`config.mk`:
```
export PLATFORM = sky130hd
export DESIGN_NAME = four_bit_full_adder
export DESIGN_NICKNAME = d
export VERILOG_FILES = /design/src/rtl/four_bit_full_adder.sv
export SDC_FILE = /design/constraint.sdc
export NUM_CORES = 1
export LEC_CHECK = 0
export CORE_AREA = 5 5 42 44
export CTS_CLUSTER_DIAMETER = 150
export CTS_CLUSTER_SIZE = 28
export DETAILED_ROUTE_END_ITERATION = 8
export DIE_AREA = 0 0 47 49
export PLACE_DENSITY = 0.49
export SKIP_LAST_GASP = 1
export SLEW_MARGIN = 15
export SYNTH_ARGS = -nofsm -noshare
export SYNTH_HDL_FRONTEND = slang
export SYNTH_SLANG_ARGS = --single-unit
```
`constraint.sdc`:
```
create_clock -name clk -period 5.65 [get_ports clk]
set_clock_uncertainty 0.05 [all_clocks]
set_input_delay 0.565 -clock clk [delete_from_list [all_inputs] [get_ports clk]]
set_output_delay 0.565 -clock clk [all_outputs]
set_load 0.03 [all_outputs]
```
`src/rtl/four_bit_full_adder.sv`:
```
// Registered 4-bit unsigned adder built from a ripple chain of four full-adder cells, carry-in tied to 0.
// Latency: 1 cycle from an accepted pair to Sum/Cout with out_valid; one pair per clock, no bubbles.
// Backpressure: none; every in_valid pair is accepted, outputs hold while idle, sync reset wins.

// One-bit full-adder cell: sum and carry from two operand bits and a carry-in.
module fa_cell (
  input  logic i_a,
  input  logic i_b,
  input  logic i_c,
  output logic o_s,
  output logic o_c
);

  logic w_p;

  // Propagate term is shared between the sum and the carry equations.
  assign w_p = i_a ^ i_b;
  assign o_s = w_p ^ i_c;
  assign o_c = (i_a & i_b) | (i_c & w_p);

endmodule

module four_bit_full_adder (
  input  logic       clk,
  input  logic       rst,
  input  logic       in_valid,
  input  logic [3:0] A,
  input  logic [3:0] B,
  output logic [3:0] Sum,
  output logic       Cout,
  output logic       out_valid
);

  // Carry chain: w_carry[0] is the hard-wired zero carry-in, w_carry[4] is the carry-out.
  logic [4:0] w_carry;
  logic [3:0] w_sum;

  logic [3:0] r_sum;
  logic       r_cout;
  logic       r_out_valid;

  assign w_carry[0] = 1'b0;

  // Ripple chain FA0..FA3; each stage consumes the carry of the stage below it.
  for (genvar g = 0; g < 4; g++) begin : g_fa
    fa_cell u_fa (
      .i_a (A[g]),
      .i_b (B[g]),
      .i_c (w_carry[g]),
      .o_s (w_sum[g]),
      .o_c (w_carry[g+1])
    );
  end

  // Output register: reset first, then load on a valid pair; data holds when idle, valid drops.
  always_ff @(posedge clk) begin
    if (rst) begin
      r_sum       <= 4'b0000;
      r_cout      <= 1'b0;
      r_out_valid <= 1'b0;
    end else begin
      r_out_valid <= in_valid;
      if (in_valid) begin
        r_sum  <= w_sum;
        r_cout <= w_carry[4];
      end
    end
  end

  // Outputs come straight from flops, so there is no input-to-output combinational path.
  assign Sum       = r_sum;
  assign Cout      = r_cout;
  assign out_valid = r_out_valid;

endmodule

```
==> qor.txt, run 1 <==
Pre-antenna DRT Iters: 2
WL final: 738 um
R2r setup slk: 4.94 ns
DRC: 0
Final Setup Violations: 0
Routed WL per cell: 12.5 um
Total track usage: 0.0778
# rows: 14
Number of global-route vias before repair: 279
Peak VDD IR: 95.8 uV
# resized after CTS: 0
Initial antenna violation count: 0
Hpwl dp: 632 um
Area growth, synth to finish: 64.3%
Max-cap violations: 0
Initial Util: 0.213
Crit end category: register
Worst-margin pin slew: 0.414 ns
Synthesized Nets: 40
Critical path launch point type: primary input
Outcome: completed
Initial drt markers: 1
# Post-CTS Setup Buffers: 0
RSZ-0062 raised after global routing: no
Netlist cell types: 10
Largest net degree at the start of global routing: 9
Vias per cell: 4.12
Gr ovfl total: 0
Overall die area: 2300 um^2
Yosys reg bits: 6
Area leader, netlist: dfxtp_1
Maximum clock insertion buffer count: 2
Worst Path Required: 5.76 ns
Layout cells sized above 1: 0.140
First-pass GRT wire length: 1210 um
Clk_lat worst skew: 0.24 ns
Synth top area share: 0.403
Slew Limit Fails: 0
WP data arrival: 2.68 ns
Vias post-DR: 243
Crit path max-delay family: adder cells
Dominant cell by count in the synthesized netlist: dfxtp_1
CP max-delay cell: fa_1
Min Hold Slack: 0.443 ns
Largest stage delay on the critical path: 0.42 ns
Setup tns final: 0 ns
CP Cell Sequence: clkdlybuf4s50_1 -> ha_1 -> fa_1 -> fa_1 -> inv_1 -> fa_1 -> a211oi_2
Fmax: 390 MHz
YS warnings: 0
GPL Wtd Cong: 0.604
Num CTS Buffers: 3
Min Tclk post-route: 2.57 ns
CP dominant cell by count: fa_1
WP buf/inv: 2
Hold Path Class: register to register
Synth cell count leaders: dfxtp_1, nor2_1, fa_1, inv_1, mux2i_1
Final Hold Viols: 0
TritonCTS Sinks: 6
Synth Instances: 25
Layout Nets: 60
Syn avg cell area: 11.9 um^2
Ant diodes: 0
WS Path Type: primary input to register
Syn Std Cell Area: 298 um^2
EDFF count, synth: 0
Routed Antenna Nets: 0
Fillers: 155
Worst slew margin: 0.723
Max Fanout on Critical Path: 1
Hold Buf Count CTS: 0
Core footprint: 1400 um^2
Fin crit share: 0.454
H-tree lvl count: 1
Die width: 47 um
Clock-pin slew on the worst setup and hold paths: 0.05 ns
Fraction of the yosys area taken by sequential cells: 0.403
Die height: 49 um
# IOs: 17
Main synth FF type: dfxtp_1
CTS tree: built
Power Density: 251 nW/um^2
LEAKAGE: 0.204 nW
Area contributors post-synth: dfxtp_1, fa_1, mux2i_1
Port bufs: 16
CTS root buf: clkbuf_4
Asr flop ratio synth: 0
==> layer usage <==
metal / vias to the layer above / wire (um) / GRT usage
li1: 115 / - / -
met1: 123 / 221 / 0.0737
met2: 3 / 480 / 0.124
met3: 2 / 32 / 0.0258
met4: 0 / 4 / 0.0691
met5: - / 0 / 0
==> path summary, 6_finish.rpt <==
kind / from / end / cells after the start
worst max-delay path: A[0] / Sum[3]$_SDFFE_PP0P_ / 7
worst min-delay path: Sum[0]$_SDFFE_PP0P_ / Sum[0]$_SDFFE_PP0P_ / 2
worst max register to register: Sum[3]$_SDFFE_PP0P_ / Sum[3]$_SDFFE_PP0P_ / 2
worst min register to register: Sum[0]$_SDFFE_PP0P_ / Sum[0]$_SDFFE_PP0P_ / 2
==> worst register-to-register path, stage by stage, from the launching register on <==
cell	delay, ns
dfxtp_1	0.34
nor2_2	0.04
a211oi_2	0.20
==> where the power goes <==
| group | leakage [nW] | switching [W] | internal (W) |
|---|---|---|---|
| Sequential | 0.0497 | 0.00000176 | 0.0000461 |
| Combinational | 0.140 | 0.0000172 | 0.0000179 |
| Clock | 0.0138 | 0.0000160 | 0.0000241 |
==> registers in the layout, indices dropped and copies added (netlist names) <==
register / count
Sum: 4
Cout: 1
out_valid: 1
==> through the flow <==
stage / std cells / cell area [um^2] / worst slack, ns / utilization / power (W)
after floorplan: 25 / 298 / 3.37 / - / 0.0000667
after global placement: 56 / 467 / 2.90 / 0.333 / 0.0000827
after detailed placement: 56 / 467 / 2.81 / 0.333 / 0.0000846
after CTS: 59 / 489 / 3.07 / 0.349 / 0.000127
after global routing: 59 / 489 / 3.04 / 0.349 / 0.000129
final: 59 / 489 / 3.08 / 0.349 / 0.000123
==> area by class of cell <==
class	instances	area, um^2	share of cell area
clock buffer	3	22.5	0.0460
inverter	3	11.3	0.0230
multi-input combinational	15	155	0.317
sequential	6	120	0.246
tap	16	20.0	0.0409
timing repair buffer	16	160	0.327
==> kinds of logic (layout without fill, tap and decap cells) <==
| family | count (synthesis) | in the layout | synth area share |
|---|---|---|---|
| buf+inv | 4 | 22 | 0.0756 |
| fa+ha+maj | 4 | 4 | 0.244 |
| mux | 3 | 3 | 0.101 |
| flops | 6 | 6 | 0.403 |
| simple gates | 6 | 6 | 0.0924 |
| compound gates | 2 | 2 | 0.0840 |
==> layout by cell type, fill, tap and decap left out <==
cell type,n
inv_1,3
ha_1,1
nor2b_1,1
mux2i_1,3
dfxtp_1,6
nor2_1,4
fa_1,3
clkdlybuf4s50_1,16
a211oi_2,2
nor2_2,1
clkbuf_4,3
Note: power is estimated with default switching activity, not from simulation.
==> run 2: changes to the inputs <==
--- a/config.mk
+++ b/config.mk
@@ -10,7 +10,7 @@
 export CTS_CLUSTER_SIZE = 28
 export DETAILED_ROUTE_END_ITERATION = 8
 export DIE_AREA = 0 0 47 49
-export PLACE_DENSITY = 0.49
+export PLACE_DENSITY = 0.51
 export SKIP_LAST_GASP = 1
 export SLEW_MARGIN = 15
 export SYNTH_ARGS = -nofsm -noshare
==> constraint.sdc (replaced) <==
create_clock -name clk -period 2.3 [get_ports clk]
set_clock_uncertainty 0.05 [all_clocks]
set_input_delay 0.23 -clock clk [delete_from_list [all_inputs] [get_ports clk]]
set_output_delay 0.23 -clock clk [all_outputs]
set_load 0.03 [all_outputs]
==> run 2 against run 1 <==
  * Worst hold slack improved by 0.0026 ns
  * Clock-buffer cell count did not move
  * Die area did not move
  * Largest cell class unchanged
  * Largest power group unchanged
  * Highest routed layer unchanged
==> qor.txt, run 2 (synthesis gave the netlist of run 1 again) <==
Outcome: completed
Comb pwr share: 0.286 (about the same)
Fmax: 456 MHz
Pre-antenna DRT Iters: 2 (unchanged)
Peak VDD IR: 310 uV (+220%)
First-pass GRT wire length: 1100 um (-9.1%)
Post-DP Area: 467 um^2 (unchanged)
Final instance area: 489 um^2 (unchanged)
Most common cell after layout, fill and taps aside: clkdlybuf4s50_1
Fillers: 152 (-1.9%)
FF/Latch Area: 120 um^2 (unchanged)
Core footprint: 1400 um^2 (unchanged)
H-tree lvl count: 1 (unchanged)
Largest stage delay on the critical path: 0.42 ns (about the same)
Initial antenna violation count: 0 (unchanged)
Routed Antenna Nets: 0 (unchanged)
Crit path max-delay family: adder cells
Worst slew margin: 0.733 (+0.00950)
Vias per cell: 3.98 (-3.3%)
Area growth, synth to finish: 64.3% (unchanged)
Worst r2r src: Sum[3]$_SDFFE_PP0P_
Reg2reg end: Sum[3]$_SDFFE_PP0P_
# resized after CTS: 0 (unchanged)
WL final: 678 um (-8.1%)
Ant diodes: 0 (unchanged)
Max reg flops: 4 (unchanged)
Hold path start: Sum[3]$_SDFFE_PP0P_
Placed cells: 56 (unchanged)
Most frequent cells in the layout: clkdlybuf4s50_1, dfxtp_1, nor2_1
Power Density: 608 nW/um^2 (+140%)
Min Tclk post-route: 2.19 ns
Final Hold Viols: 0 (unchanged)
GPL Wtd Cong: 0.600 (-0.66%)
Area of the multi-input gates: 155 um^2 (unchanged)
Finished Layout Cells: 59 (unchanged)
Switching share of power: 0.275 (-0.00972)
Initial drt markers: 2 (+1)
DRC: 0 (unchanged)
LEAKAGE: 0.204 nW (unchanged)
Largest net degree at the start of global routing: 9 (unchanged)
CP Cell Sequence: clkdlybuf4s50_1 -> ha_1 -> fa_1 -> fa_1 -> inv_1 -> fa_1 -> a211oi_2
Final Setup Violations: 0 (unchanged)
Critical path launch point type: primary input
Layout Nets: 60 (unchanged)
Maximum clock insertion buffer count: 2 (unchanged)
Clock power frac: 0.319 (-0.007)
Max-cap violations: 0 (unchanged)
Total track usage: 0.0735 (-0.00435)
Max Fanout on Critical Path: 1 (unchanged)
Routed WL per cell: 11.5 um (-8.1%)
Hpwl dp: 610 um (-3.6%)
Slew Limit Fails: 0 (unchanged)
Reg2reg path depth: 2 (unchanged)
Initial Util: 0.213 (unchanged)
R2r setup slk: 1.60 ns (-3.34 ns)
# rows: 14 (unchanged)
WP data arrival: 2.30 ns (-0.38 ns)
WP buf/inv: 2 (unchanged)
Die width: 47 um (unchanged)
# IOs: 17 (unchanged)
Hold Path Class: register to register
Psw: 0.0000818 W (+130%)
RSZ-0062 raised after global routing: no
Port bufs: 16 (unchanged)
Die height: 49 um (unchanged)
Gr ovfl total: 0 (unchanged)
Fin crit share: 0.953
Sequential share of power: 0.395 (+0.006)
Num CTS Buffers: 3 (unchanged)
WS Path Type: primary input to register
Vias post-DR: 235 (-3.3%)
Crit end category: register
Hold Buf Count CTS: 0 (unchanged)
Clk_lat worst skew: 0.24 ns (about the same)
Worst Path Required: 2.41 ns (-3.35 ns)
Internal power: 0.000216 W (+150%)
Overall die area: 2300 um^2 (unchanged)
Clock-pin slew on the worst setup and hold paths: 0.04 ns (about the same)
CP max-delay cell: fa_1
Worst-margin pin slew: 0.399 ns (-0.0142 ns)
CP dominant cell by count: fa_1
TritonCTS Sinks: 6 (unchanged)
Layout cells sized above 1: 0.140 (unchanged)
# Post-CTS Setup Buffers: 0 (unchanged)
CTS tree: built
Final core occ: 0.349 (unchanged)
Number of global-route vias before repair: 259 (-7.2%)
Hold Crit Endpoint: Sum[3]$_SDFFE_PP0P_
Min Hold Slack: 0.446 ns (+0.00257 ns)
CTS root buf: clkbuf_4
Hold depth: 2 (unchanged)
==> run 2: cell counts in the layout (fill, tap and decap cells not counted) <==
No cell type changed its count.
==> run 2: final cells by class <==
type | instances | area share
Timing Repair Buffer | 16 | 0.327
Multi-Input combinational cell | 15 | 0.317
Sequential cell | 6 | 0.246
Clock buffer | 3 | 0.0460
Tap cell | 16 | 0.0409
Inverter | 3 | 0.0230
==> run 2: power by group through the flow <==
stage,sequential [W],combinational (W),clock [W]
after global placement,0.000119,0.0000847,0
after detailed placement,0.000119,0.0000870,0
after global routing,0.000118,0.0000926,0.000115
final,0.000118,0.0000850,0.0000950
after CTS,0.000118,0.0000871,0.000102
after floorplan,0.000137,0.0000272,0
==> run 2: worst min-delay path, delay by kind of cell (launching register included) <==
kind,cells,cell delay [ns]
flip-flops,1,0.31
AO/OA/AOI/OAI,1,0.05
AND/OR/NAND/NOR,1,0.09
==> run 2: worst max-delay path by stage <==
stage / cells past startpoint / from / end
4_1_cts: 7 / A[0] / Sum[3]$_SDFFE_PP0P_
3_3_place_gp: 7 / A[0] / Sum[3]$_SDFFE_PP0P_
2_1_floorplan: 6 / A[0] / Sum[3]$_SDFFE_PP0P_
5_1_grt: 7 / A[0] / Sum[3]$_SDFFE_PP0P_
6_report: 7 / A[0] / Sum[3]$_SDFFE_PP0P_
3_5_place_dp: 7 / A[0] / Sum[3]$_SDFFE_PP0P_
==> run 2: through the flow <==
| step | total power [W] | setup TNS (ns) | setup WS (ns) |
|---|---|---|---|
| after CTS | 0.000306 | 0 | 0.0961 |
| after global routing | 0.000325 | 0 | 0.0510 |
| after floorplan | 0.000164 | 0 | 0.353 |
| after global placement | 0.000204 | -0.115 | -0.115 |
| final | 0.000298 | 0 | 0.108 |
| after detailed placement | 0.000206 | -0.163 | -0.163 |
==> run 2: routing by layer <==
| metal | routed length, um | vias to the layer above | global-route usage |
|---|---|---|---|
| met5 | 0 | - | 0 |
| met4 | 19 | 0 | 0.0829 |
| met3 | 25 | 2 | 0.0295 |
| met2 | 425 | 5 | 0.118 |
| met1 | 208 | 112 | 0.0578 |
| li1 | - | 116 | - |
